[config.mk]
export PLATFORM = sky130hd
export DESIGN_NAME = lc3_isdu_param_flat
export DESIGN_NICKNAME = d
export VERILOG_FILES = /design/src/rtl/lc3_ctrl_pkg.sv /design/src/rtl/lc3_isdu_param_if.sv /design/src/rtl/lc3_isdu_param_mem_timer.sv /design/src/rtl/lc3_isdu_param.sv /design/src/flat_wrapper.sv
export SDC_FILE = /design/constraint.sdc
export NUM_CORES = 1
export LEC_CHECK = 0
export ABC_AREA = 1
export CELL_PAD_IN_SITES_DETAIL_PLACEMENT = 0
export CELL_PAD_IN_SITES_GLOBAL_PLACEMENT = 2
export CORE_AREA = 2 2 76 78
export CTS_CLUSTER_DIAMETER = 40
export DETAILED_ROUTE_END_ITERATION = 10
export DIE_AREA = 0 0 78 80
export GPL_ROUTABILITY_DRIVEN = 0
export PLACE_DENSITY_LB_ADDON = 0.1
export SYNTH_ARGS = -nofsm -noshare
export SYNTH_HDL_FRONTEND = slang
export SYNTH_SLANG_ARGS = --single-unit
[constraint.sdc]
create_clock -name Clk -period 4.04 [get_ports Clk]
set_input_delay 0.808 -clock Clk [delete_from_list [all_inputs] [get_ports Clk]]
set_output_delay 0.808 -clock Clk [all_outputs]
set_load 0.03 [all_outputs]
[src/rtl/lc3_ctrl_pkg.sv]
// ============================================================
// Package  : lc3_ctrl_pkg
// Desc     : States, opcodes and mux encodings for lc3_isdu_param
// Revision : 1.0
// ============================================================
`default_nettype none

package lc3_ctrl_pkg;

    typedef enum logic [4:0] {
        S_HALTED = 5'd0,
        S_FETCH, S_MEM_RD, S_MEM_WR, S_IR_LD, S_DECODE,
        S_ADD, S_AND, S_NOT, S_BR, S_BR_T, S_JMP, S_JSR, S_JSR_T, S_LEA,
        S_LD, S_LDI, S_LDR, S_ST, S_STI, S_STR, S_IND, S_IND_S,
        S_WB, S_SDATA, S_PAUSE1, S_PAUSE2
    } state_e;

    localparam logic [3:0] OP_BR    = 4'b0000;
    localparam logic [3:0] OP_ADD   = 4'b0001;
    localparam logic [3:0] OP_LD    = 4'b0010;
    localparam logic [3:0] OP_ST    = 4'b0011;
    localparam logic [3:0] OP_JSR   = 4'b0100;
    localparam logic [3:0] OP_AND   = 4'b0101;
    localparam logic [3:0] OP_LDR   = 4'b0110;
    localparam logic [3:0] OP_STR   = 4'b0111;
    localparam logic [3:0] OP_NOT   = 4'b1001;
    localparam logic [3:0] OP_LDI   = 4'b1010;
    localparam logic [3:0] OP_STI   = 4'b1011;
    localparam logic [3:0] OP_JMP   = 4'b1100;
    localparam logic [3:0] OP_PAUSE = 4'b1101;
    localparam logic [3:0] OP_LEA   = 4'b1110;

    localparam logic [1:0] PCMUX_PC1   = 2'b00;
    localparam logic [1:0] PCMUX_BUS   = 2'b01;
    localparam logic [1:0] PCMUX_ADDER = 2'b10;

    localparam logic [1:0] ADDR2_ZERO  = 2'b00;
    localparam logic [1:0] ADDR2_OFF6  = 2'b01;
    localparam logic [1:0] ADDR2_OFF9  = 2'b10;
    localparam logic [1:0] ADDR2_OFF11 = 2'b11;

    localparam logic [1:0] ALUK_ADD   = 2'b00;
    localparam logic [1:0] ALUK_AND   = 2'b01;
    localparam logic [1:0] ALUK_NOT   = 2'b10;
    localparam logic [1:0] ALUK_PASSA = 2'b11;

    typedef struct packed {
        logic       ld_mar, ld_mdr, ld_ir, ld_ben, ld_cc, ld_reg, ld_pc, ld_led;
        logic       gate_pc, gate_mdr, gate_alu, gate_marmux;
        logic       drmux, sr1mux, sr2mux, addr1mux;
        logic [1:0] pcmux, addr2mux, aluk;
        logic       mem_oe_n, mem_we_n;
    } ctrl_t;

endpackage

`default_nettype wire

[src/rtl/lc3_isdu_param_if.sv]
// ============================================================
// Interface : lc3_isdu_param_if
// Desc      : Control-unit inputs and datapath/SRAM control outputs
// Revision  : 1.0
// ============================================================
`default_nettype none

interface lc3_isdu_param_if;
    logic       Run, Continue;
    logic [3:0] Opcode;
    logic       IR_5, IR_11, BEN, Mem_Ready;
    logic       LD_MAR, LD_MDR, LD_IR, LD_BEN, LD_CC, LD_REG, LD_PC, LD_LED;
    logic       GatePC, GateMDR, GateALU, GateMARMUX;
    logic       DRMUX, SR1MUX, SR2MUX, ADDR1MUX;
    logic [1:0] PCMUX, ADDR2MUX, ALUK;
    logic       Mem_CE_N, Mem_UB_N, Mem_LB_N, Mem_OE_N, Mem_WE_N;
    logic       Busy;

    modport master (
        input  Run, Continue, Opcode, IR_5, IR_11, BEN, Mem_Ready,
        output LD_MAR, LD_MDR, LD_IR, LD_BEN, LD_CC, LD_REG, LD_PC, LD_LED,
        output GatePC, GateMDR, GateALU, GateMARMUX,
        output DRMUX, SR1MUX, SR2MUX, ADDR1MUX, PCMUX, ADDR2MUX, ALUK,
        output Mem_CE_N, Mem_UB_N, Mem_LB_N, Mem_OE_N, Mem_WE_N, Busy
    );

    modport slave (
        output Run, Continue, Opcode, IR_5, IR_11, BEN, Mem_Ready,
        input  LD_MAR, LD_MDR, LD_IR, LD_BEN, LD_CC, LD_REG, LD_PC, LD_LED,
        input  GatePC, GateMDR, GateALU, GateMARMUX,
        input  DRMUX, SR1MUX, SR2MUX, ADDR1MUX, PCMUX, ADDR2MUX, ALUK,
        input  Mem_CE_N, Mem_UB_N, Mem_LB_N, Mem_OE_N, Mem_WE_N, Busy
    );
endinterface

`default_nettype wire

[src/rtl/lc3_isdu_param_mem_timer.sv]
// ============================================================
// Module   : lc3_mem_timer
// Desc     : Memory access cycle counter with optional ready qualification
// Revision : 1.0
// ============================================================
`default_nettype none

module lc3_mem_timer #(
    parameter int MEM_CYCLES = 3,
    parameter int USE_READY  = 0
) (
    input  wire logic clk,
    input  wire logic rst,
    input  wire logic start,
    input  wire logic active,
    input  wire logic mem_ready,
    output logic      done
);
    localparam int             CW   = $clog2(MEM_CYCLES + 1);
    localparam logic [CW-1:0]  LAST = CW'(MEM_CYCLES - 1);

    logic [CW-1:0] count_q, count_d;
    logic          at_last;

    assign at_last = (count_q == LAST);
    // At the terminal count the counter simply holds until ready arrives.
    assign done    = active && at_last && (mem_ready || (USE_READY == 0));

    always_comb begin
        count_d = count_q;
        if (start || done)
            count_d = '0;
        else if (active && !at_last)
            count_d = count_q + CW'(1);
    end

    always_ff @(posedge clk) begin
        if (rst) count_q <= '0;
        else     count_q <= count_d;
    end
endmodule

`default_nettype wire

[src/rtl/lc3_isdu_param.sv]
// ============================================================
// Module   : lc3_isdu_param
// Desc     : LC-3 sequencer with shared, parametrised memory states
// Revision : 1.0
// ============================================================
`default_nettype none

module lc3_isdu_param
    import lc3_ctrl_pkg::*;
#(
    parameter int MEM_CYCLES   = 3,
    parameter int USE_READY    = 0,
    parameter int ENABLE_PAUSE = 1
) (
    input  wire logic         Clk,
    input  wire logic         Reset,
    lc3_isdu_param_if.master  bus
);
    state_e state_q, state_d, ret_q, ret_d;
    ctrl_t  c;
    logic   mem_active, mem_start, mem_done;

    assign mem_active = (state_q == S_MEM_RD) || (state_q == S_MEM_WR);
    assign mem_start  = !mem_active && ((state_d == S_MEM_RD) || (state_d == S_MEM_WR));

    lc3_mem_timer #(.MEM_CYCLES(MEM_CYCLES), .USE_READY(USE_READY)) u_mem_timer (
        .clk(Clk), .rst(Reset), .start(mem_start), .active(mem_active),
        .mem_ready(bus.Mem_Ready), .done(mem_done)
    );

    always_ff @(posedge Clk) begin
        if (Reset) begin
            state_q <= S_HALTED;
            ret_q   <= S_HALTED;
        end else begin
            state_q <= state_d;
            ret_q   <= ret_d;
        end
    end

    always_comb begin
        state_d    = state_q;
        ret_d      = ret_q;
        c          = '0;
        c.mem_oe_n = 1'b1;
        c.mem_we_n = 1'b1;
        case (state_q)
            S_HALTED: if (bus.Run) state_d = S_FETCH;
            S_FETCH: begin
                c.gate_pc = 1'b1; c.ld_mar = 1'b1; c.ld_pc = 1'b1; c.pcmux = PCMUX_PC1;
                ret_d = S_IR_LD; state_d = S_MEM_RD;
            end
            S_MEM_RD: begin
                c.mem_oe_n = 1'b0; c.ld_mdr = 1'b1;
                if (mem_done) state_d = ret_q;
            end
            S_MEM_WR: begin
                c.mem_we_n = 1'b0;
                if (mem_done) state_d = S_FETCH;
            end
            S_IR_LD: begin
                c.gate_mdr = 1'b1; c.ld_ir = 1'b1; state_d = S_DECODE;
            end
            S_DECODE: begin
                c.ld_ben = 1'b1;
                case (bus.Opcode)
                    OP_BR:    state_d = S_BR;
                    OP_ADD:   state_d = S_ADD;
                    OP_AND:   state_d = S_AND;
                    OP_NOT:   state_d = S_NOT;
                    OP_JMP:   state_d = S_JMP;
                    OP_JSR:   state_d = S_JSR;
                    OP_LEA:   state_d = S_LEA;
                    OP_LD:    state_d = S_LD;
                    OP_LDI:   state_d = S_LDI;
                    OP_LDR:   state_d = S_LDR;
                    OP_ST:    state_d = S_ST;
                    OP_STI:   state_d = S_STI;
                    OP_STR:   state_d = S_STR;
                    OP_PAUSE: state_d = (ENABLE_PAUSE != 0) ? S_PAUSE1 : S_FETCH;
                    default:  state_d = S_FETCH;
                endcase
            end
            S_ADD, S_AND, S_NOT: begin
                c.gate_alu = 1'b1; c.ld_reg = 1'b1; c.ld_cc = 1'b1;
                if (state_q == S_NOT) begin
                    c.sr1mux = 1'b1; c.aluk = ALUK_NOT;
                end else begin
                    c.sr2mux = bus.IR_5;
                    c.aluk   = (state_q == S_ADD) ? ALUK_ADD : ALUK_AND;
                end
                state_d = S_FETCH;
            end
            S_BR: state_d = bus.BEN ? S_BR_T : S_FETCH;
            S_BR_T: begin
                c.addr2mux = ADDR2_OFF9; c.pcmux = PCMUX_ADDER; c.ld_pc = 1'b1;
                state_d = S_FETCH;
            end
            S_JMP: begin
                c.sr1mux = 1'b1; c.addr1mux = 1'b1; c.addr2mux = ADDR2_ZERO;
                c.pcmux = PCMUX_ADDER; c.ld_pc = 1'b1; state_d = S_FETCH;
            end
            S_JSR: begin
                c.gate_pc = 1'b1; c.drmux = 1'b1; c.ld_reg = 1'b1; state_d = S_JSR_T;
            end
            S_JSR_T: begin
                if (bus.IR_11) begin
                    c.addr2mux = ADDR2_OFF11;
                end else begin
                    c.addr1mux = 1'b1; c.sr1mux = 1'b1; c.addr2mux = ADDR2_ZERO;
                end
                c.pcmux = PCMUX_ADDER; c.ld_pc = 1'b1; state_d = S_FETCH;
            end
            S_LEA: begin
                c.addr2mux = ADDR2_OFF9; c.gate_marmux = 1'b1;
                c.ld_reg = 1'b1; c.ld_cc = 1'b1; state_d = S_FETCH;
            end
            S_LD, S_LDI, S_ST, S_STI, S_LDR, S_STR: begin
                c.gate_marmux = 1'b1; c.ld_mar = 1'b1;
                if (state_q == S_LDR || state_q == S_STR) begin
                    c.addr1mux = 1'b1; c.sr1mux = 1'b1; c.addr2mux = ADDR2_OFF6;
                end else begin
                    c.addr2mux = ADDR2_OFF9;
                end
                case (state_q)
                    S_LD, S_LDR: begin state_d = S_MEM_RD; ret_d = S_WB;    end
                    S_LDI:       begin state_d = S_MEM_RD; ret_d = S_IND;   end
                    S_STI:       begin state_d = S_MEM_RD; ret_d = S_IND_S; end
                    default:     state_d = S_SDATA;
                endcase
            end
            S_IND: begin
                c.gate_mdr = 1'b1; c.ld_mar = 1'b1; ret_d = S_WB; state_d = S_MEM_RD;
            end
            S_IND_S: begin
                c.gate_mdr = 1'b1; c.ld_mar = 1'b1; state_d = S_SDATA;
            end
            S_WB: begin
                c.gate_mdr = 1'b1; c.ld_reg = 1'b1; c.ld_cc = 1'b1; state_d = S_FETCH;
            end
            S_SDATA: begin
                c.aluk = ALUK_PASSA; c.gate_alu = 1'b1; c.ld_mdr = 1'b1; state_d = S_MEM_WR;
            end
            S_PAUSE1: begin
                c.ld_led = 1'b1;
                if (bus.Continue) state_d = S_PAUSE2;
            end
            S_PAUSE2: if (!bus.Continue) state_d = S_FETCH;
            default:  state_d = S_HALTED;
        endcase
    end

    assign bus.LD_MAR     = c.ld_mar;
    assign bus.LD_MDR     = c.ld_mdr;
    assign bus.LD_IR      = c.ld_ir;
    assign bus.LD_BEN     = c.ld_ben;
    assign bus.LD_CC      = c.ld_cc;
    assign bus.LD_REG     = c.ld_reg;
    assign bus.LD_PC      = c.ld_pc;
    assign bus.LD_LED     = c.ld_led;
    assign bus.GatePC     = c.gate_pc;
    assign bus.GateMDR    = c.gate_mdr;
    assign bus.GateALU    = c.gate_alu;
    assign bus.GateMARMUX = c.gate_marmux;
    assign bus.DRMUX      = c.drmux;
    assign bus.SR1MUX     = c.sr1mux;
    assign bus.SR2MUX     = c.sr2mux;
    assign bus.ADDR1MUX   = c.addr1mux;
    assign bus.PCMUX      = c.pcmux;
    assign bus.ADDR2MUX   = c.addr2mux;
    assign bus.ALUK       = c.aluk;
    assign bus.Mem_OE_N   = c.mem_oe_n;
    assign bus.Mem_WE_N   = c.mem_we_n;
    assign bus.Mem_CE_N   = 1'b0;
    assign bus.Mem_UB_N   = 1'b0;
    assign bus.Mem_LB_N   = 1'b0;
    assign bus.Busy       = (state_q != S_HALTED);
endmodule

`default_nettype wire

[src/flat_wrapper.sv]
// flat-port wrapper written by rule: the top's interface ports become plain ports
module lc3_isdu_param_flat import lc3_ctrl_pkg::*;
#(
    parameter int MEM_CYCLES   = 3,
    parameter int USE_READY    = 0,
    parameter int ENABLE_PAUSE = 1
)
  (Clk, Reset, bus_Run, bus_Continue, bus_Opcode, bus_IR_5, bus_IR_11, bus_BEN, bus_Mem_Ready, bus_LD_MAR, bus_LD_MDR, bus_LD_IR, bus_LD_BEN, bus_LD_CC, bus_LD_REG, bus_LD_PC, bus_LD_LED, bus_GatePC, bus_GateMDR, bus_GateALU, bus_GateMARMUX, bus_DRMUX, bus_SR1MUX, bus_SR2MUX, bus_ADDR1MUX, bus_PCMUX, bus_ADDR2MUX, bus_ALUK, bus_Mem_CE_N, bus_Mem_UB_N, bus_Mem_LB_N, bus_Mem_OE_N, bus_Mem_WE_N, bus_Busy);
  lc3_isdu_param_if bus_i ();
  input  wire logic Clk;
  input  wire logic Reset;
  input wire logic [$bits(bus_i.Run)-1:0] bus_Run;
  input wire logic [$bits(bus_i.Continue)-1:0] bus_Continue;
  input wire logic [$bits(bus_i.Opcode)-1:0] bus_Opcode;
  input wire logic [$bits(bus_i.IR_5)-1:0] bus_IR_5;
  input wire logic [$bits(bus_i.IR_11)-1:0] bus_IR_11;
  input wire logic [$bits(bus_i.BEN)-1:0] bus_BEN;
  input wire logic [$bits(bus_i.Mem_Ready)-1:0] bus_Mem_Ready;
  output wire logic [$bits(bus_i.LD_MAR)-1:0] bus_LD_MAR;
  output wire logic [$bits(bus_i.LD_MDR)-1:0] bus_LD_MDR;
  output wire logic [$bits(bus_i.LD_IR)-1:0] bus_LD_IR;
  output wire logic [$bits(bus_i.LD_BEN)-1:0] bus_LD_BEN;
  output wire logic [$bits(bus_i.LD_CC)-1:0] bus_LD_CC;
  output wire logic [$bits(bus_i.LD_REG)-1:0] bus_LD_REG;
  output wire logic [$bits(bus_i.LD_PC)-1:0] bus_LD_PC;
  output wire logic [$bits(bus_i.LD_LED)-1:0] bus_LD_LED;
  output wire logic [$bits(bus_i.GatePC)-1:0] bus_GatePC;
  output wire logic [$bits(bus_i.GateMDR)-1:0] bus_GateMDR;
  output wire logic [$bits(bus_i.GateALU)-1:0] bus_GateALU;
  output wire logic [$bits(bus_i.GateMARMUX)-1:0] bus_GateMARMUX;
  output wire logic [$bits(bus_i.DRMUX)-1:0] bus_DRMUX;
  output wire logic [$bits(bus_i.SR1MUX)-1:0] bus_SR1MUX;
  output wire logic [$bits(bus_i.SR2MUX)-1:0] bus_SR2MUX;
  output wire logic [$bits(bus_i.ADDR1MUX)-1:0] bus_ADDR1MUX;
  output wire logic [$bits(bus_i.PCMUX)-1:0] bus_PCMUX;
  output wire logic [$bits(bus_i.ADDR2MUX)-1:0] bus_ADDR2MUX;
  output wire logic [$bits(bus_i.ALUK)-1:0] bus_ALUK;
  output wire logic [$bits(bus_i.Mem_CE_N)-1:0] bus_Mem_CE_N;
  output wire logic [$bits(bus_i.Mem_UB_N)-1:0] bus_Mem_UB_N;
  output wire logic [$bits(bus_i.Mem_LB_N)-1:0] bus_Mem_LB_N;
  output wire logic [$bits(bus_i.Mem_OE_N)-1:0] bus_Mem_OE_N;
  output wire logic [$bits(bus_i.Mem_WE_N)-1:0] bus_Mem_WE_N;
  output wire logic [$bits(bus_i.Busy)-1:0] bus_Busy;
  assign bus_i.Run = bus_Run;
  assign bus_i.Continue = bus_Continue;
  assign bus_i.Opcode = bus_Opcode;
  assign bus_i.IR_5 = bus_IR_5;
  assign bus_i.IR_11 = bus_IR_11;
  assign bus_i.BEN = bus_BEN;
  assign bus_i.Mem_Ready = bus_Mem_Ready;
  assign bus_LD_MAR = bus_i.LD_MAR;
  assign bus_LD_MDR = bus_i.LD_MDR;
  assign bus_LD_IR = bus_i.LD_IR;
  assign bus_LD_BEN = bus_i.LD_BEN;
  assign bus_LD_CC = bus_i.LD_CC;
  assign bus_LD_REG = bus_i.LD_REG;
  assign bus_LD_PC = bus_i.LD_PC;
  assign bus_LD_LED = bus_i.LD_LED;
  assign bus_GatePC = bus_i.GatePC;
  assign bus_GateMDR = bus_i.GateMDR;
  assign bus_GateALU = bus_i.GateALU;
  assign bus_GateMARMUX = bus_i.GateMARMUX;
  assign bus_DRMUX = bus_i.DRMUX;
  assign bus_SR1MUX = bus_i.SR1MUX;
  assign bus_SR2MUX = bus_i.SR2MUX;
  assign bus_ADDR1MUX = bus_i.ADDR1MUX;
  assign bus_PCMUX = bus_i.PCMUX;
  assign bus_ADDR2MUX = bus_i.ADDR2MUX;
  assign bus_ALUK = bus_i.ALUK;
  assign bus_Mem_CE_N = bus_i.Mem_CE_N;
  assign bus_Mem_UB_N = bus_i.Mem_UB_N;
  assign bus_Mem_LB_N = bus_i.Mem_LB_N;
  assign bus_Mem_OE_N = bus_i.Mem_OE_N;
  assign bus_Mem_WE_N = bus_i.Mem_WE_N;
  assign bus_Busy = bus_i.Busy;
  lc3_isdu_param #(.MEM_CYCLES(MEM_CYCLES), .USE_READY(USE_READY), .ENABLE_PAUSE(ENABLE_PAUSE)) u_core (.Clk(Clk), .Reset(Reset), .bus(bus_i));
endmodule
==> flow_summary.yaml <==
worst_setup_path:
  end_kind: "output port"
  rr_startpoint: "u_core.state_q[4]$_SDFF_PP0_"
  cp_data_required_time_ps: 3230
  path_class: "reg2out"
  r2r_cells: 12
  r2r_slack_ps: 2180
  cp-start-kind: "register"
  r2r_end: "u_core.u_mem_timer.count_q[0]$_SDFFE_PP0P_"
  cp.arrival_ps: 2380
  crit_fanout: 13
power:
  vdd_drop_max_v: 0.0000832
  p_leak_nw: 0.880
  cellPowerDensity_mw_per_mm2: 209
  fin_total_pwr_mw: 0.355
routing:
  wl_per_cell_um: 12.4
  met3_length_um: 144
  dr_wl_met2_um: 1940
  wl_met1_um: 2040
  ant_nets: 0
  highest_layer: "met4"
  drt-total-wl_um: 4160
  via_count: 1491
  detail_route.vias_per_cell: 4.45
  drtIter0Drc: 110
  drcViolationCount: 0
  firstDrtPassIters: 4
floorplanning:
  io_pins: 40
  die-area_mm2: 0.00624
  core_mm2: 0.00541
  start_util_pct: 23.2
  die_h_um: 80
  die_x_um: 78
  row_count: 27
clock_tree:
  post_cts_resized: 0
  root_buffer: "clkbuf_8"
  cts.clk_slew.worst_paths_ps: 50
  clockBufferDepth: 2
  cts_hold_buf: 0
  ctsHtreeMaxLevel: 1
  cts-buffers-inserted: 3
  cts.sinks: 11
  cts_tree: "yes"
  clkLatencyLatePin_ps: 240
  postCtsSetupBuffers: 0
yosys:
  synth_top_area_share_pct: 20.4
  synth_edf_count: 0
  synth.largest_area_cell: "nand2_1"
  synth_mux_area_share_pct: 0
  synthSimpleGateAreaFrac_pct: 52.1
  synth.most_common_cell: "nand2_1"
  synth_top_cells_by_count: "68 x nand2_1, 31 x nand3_1, 29 x nor2_1, 28 x inv_1"
  netlist_area_mm2: 0.00125
  ys_async_sr_fraction_pct: 0
  synth_adder_area_share_pct: 5.99
  synth_seq_cells: 11
  synth_cell_types: 25
  synthCells: 228
  yosysSeqAreaShare_pct: 17.6
  yosys-top-cells-area: "nand2_1 20%, dfxtp_1 18%, nand3_1 12%"
  synth_top_family_by_area: "simple AND/OR/NAND/NOR gates"
  synth_compound_area_share_pct: 8.99
  yosys_warnings: 0
  synth_ff_type: "dfxtp_1"
  synth_xor_area_share_pct: 0.699
  synth_area_per_cell_um2: 5.49
place:
  place_hpwl_um: 3540
  port_buffers: 34
  dp_cells: 331
sta:
  tns_ps: 0
  post-route-min-period_ps: 3180
  period_share_pct: 78.8
  skew_ps: 3.56
  max_freq_mhz: 314
  final_hold_viol_count: 0
  setup_viol: 0
  drv_slew: 0
  rsz0062_at_grt: "false"
global_route:
  grt_overflow: 0
  grt_max_degree: 14
  grt_first_pass_wirelength_um: 6800
  antenna_found_initial: 0
  grt.total_usage_pct: 13.8
  grt_pass1_vias: 1411
status:
  status: "finished, final reports clean"
finish:
  final_layout_size_suffix_gt1_share_pct: 7.98
  fill_cells: 643
  syn_to_final_growth_pct: 35.7
  n_antenna_cell: 0
  final_nets: 282
  instances_no_fill: 335
worst_hold_path:
  whs_endpoint: "u_core.ret_q[1]$_SDFFE_PP0P_"
  min_path_type: "reg2reg"
  min_from: "u_core.ret_q[1]$_SDFFE_PP0P_"
  hold_path_depth: 2
flow_run:
  max_cap_violations: 0
-- layer usage --
| layer | vias to the layer above | track usage (%) |
|---|---|---|
| li1 | 788 | - |
| met1 | 666 | 19.0 |
| met2 | 33 | 22.7 |
| met3 | 4 | 2.60 |
| met4 | 0 | 2.46 |
| met5 | - | 0 |
-- cell type report --
type / instances / area (um^2) / share of cell area (%)
well taps: 72 / 90.1 / 5.30
flip-flops and latches: 11 / 220 / 13.0
repair buffers: 35 / 348 / 20.5
multi-input cells: 178 / 865 / 50.9
clock buffers: 4 / 45.0 / 2.65
inverters: 35 / 131 / 7.73
-- placed cells by master, fill, tap and decap left out --
master and count:
a21oi_1 11, buf_4 1, clkbuf_1 1, clkbuf_8 3, clkdlybuf4s50_1 34, conb_1 4
dfxtp_1 11, ha_1 6, inv_1 28, inv_2 7, nand2_1 68, nand2_2 1
nand2_4 1, nand3_1 31, nand3_2 2, nand3b_1 1, nand4_1 3, nor2_1 29
nor2_2 4, nor2_4 1, nor3_1 4, nor3b_1 1, o2111ai_1 2, o211ai_1 2
o21ai_0 5, or2_2 1, xor2_1 1
-- flip-flops by register name, indices dropped and copies added, names as in the netlist --
signal / flops
u_core.state_q: 5
u_core.u_mem_timer.count_q: 2
u_core.ret_q: 4
-- per-stage QoR --
| stage | worst slack, ps | util, % | hold slack, ps | cell area (um^2) |
|---|---|---|---|---|
| after floorplan | 1310 | - | 434 | 1260 |
| after global placement | 1040 | 30.6 | 475 | 1650 |
| after detailed placement | 1040 | 30.6 | 477 | 1650 |
| after CTS | 827 | 31.4 | 484 | 1700 |
| after global routing | 662 | 31.4 | 508 | 1700 |
| final | 856 | 31.4 | 485 | 1700 |
-- critical path, stage by stage, from the launching register on --
cell	delay [ps]
dfxtp_1	300
buf_4	180
inv_2	180
nand2_1	70
nor2_1	290
nand2_1	170
nand4_1	160
or2_2	120
clkdlybuf4s50_1	650
-- cell families after synthesis --
| family | count (synthesis) |
|---|---|
| AOI/OAI and AO/OA | 20 |
| other | 1 |
| and+or+nand+nor | 147 |
| adders and majority gates | 6 |
| DFF | 11 |
| buffers and inverters | 42 |
| xor gates and xnor gates | 1 |
-- worst max-delay path by stage --
stage / start / to / slack [ps]
3_3_place_gp: bus_IR_11 / bus_ADDR2MUX[1] / 1040
3_5_place_dp: bus_IR_11 / bus_ADDR2MUX[1] / 1040
2_1_floorplan: u_core.state_q[1]$_SDFF_PP0_ / bus_LD_REG / 1310
4_1_cts: u_core.state_q[4]$_SDFF_PP0_ / bus_LD_REG / 830
6_report: u_core.state_q[4]$_SDFF_PP0_ / bus_LD_REG / 860
5_1_grt: u_core.state_q[0]$_SDFF_PP0_ / bus_SR2MUX / 660
-- power breakdown --
part	switching, mW	internal, mW	leakage, nW	total, mW
Sequential	0.00658	0.114	0.0893	0.120
Clock	0.0409	0.0693	0.0228	0.110
Combinational	0.0805	0.0441	0.768	0.125
Power figures use the tool's default switching activity.
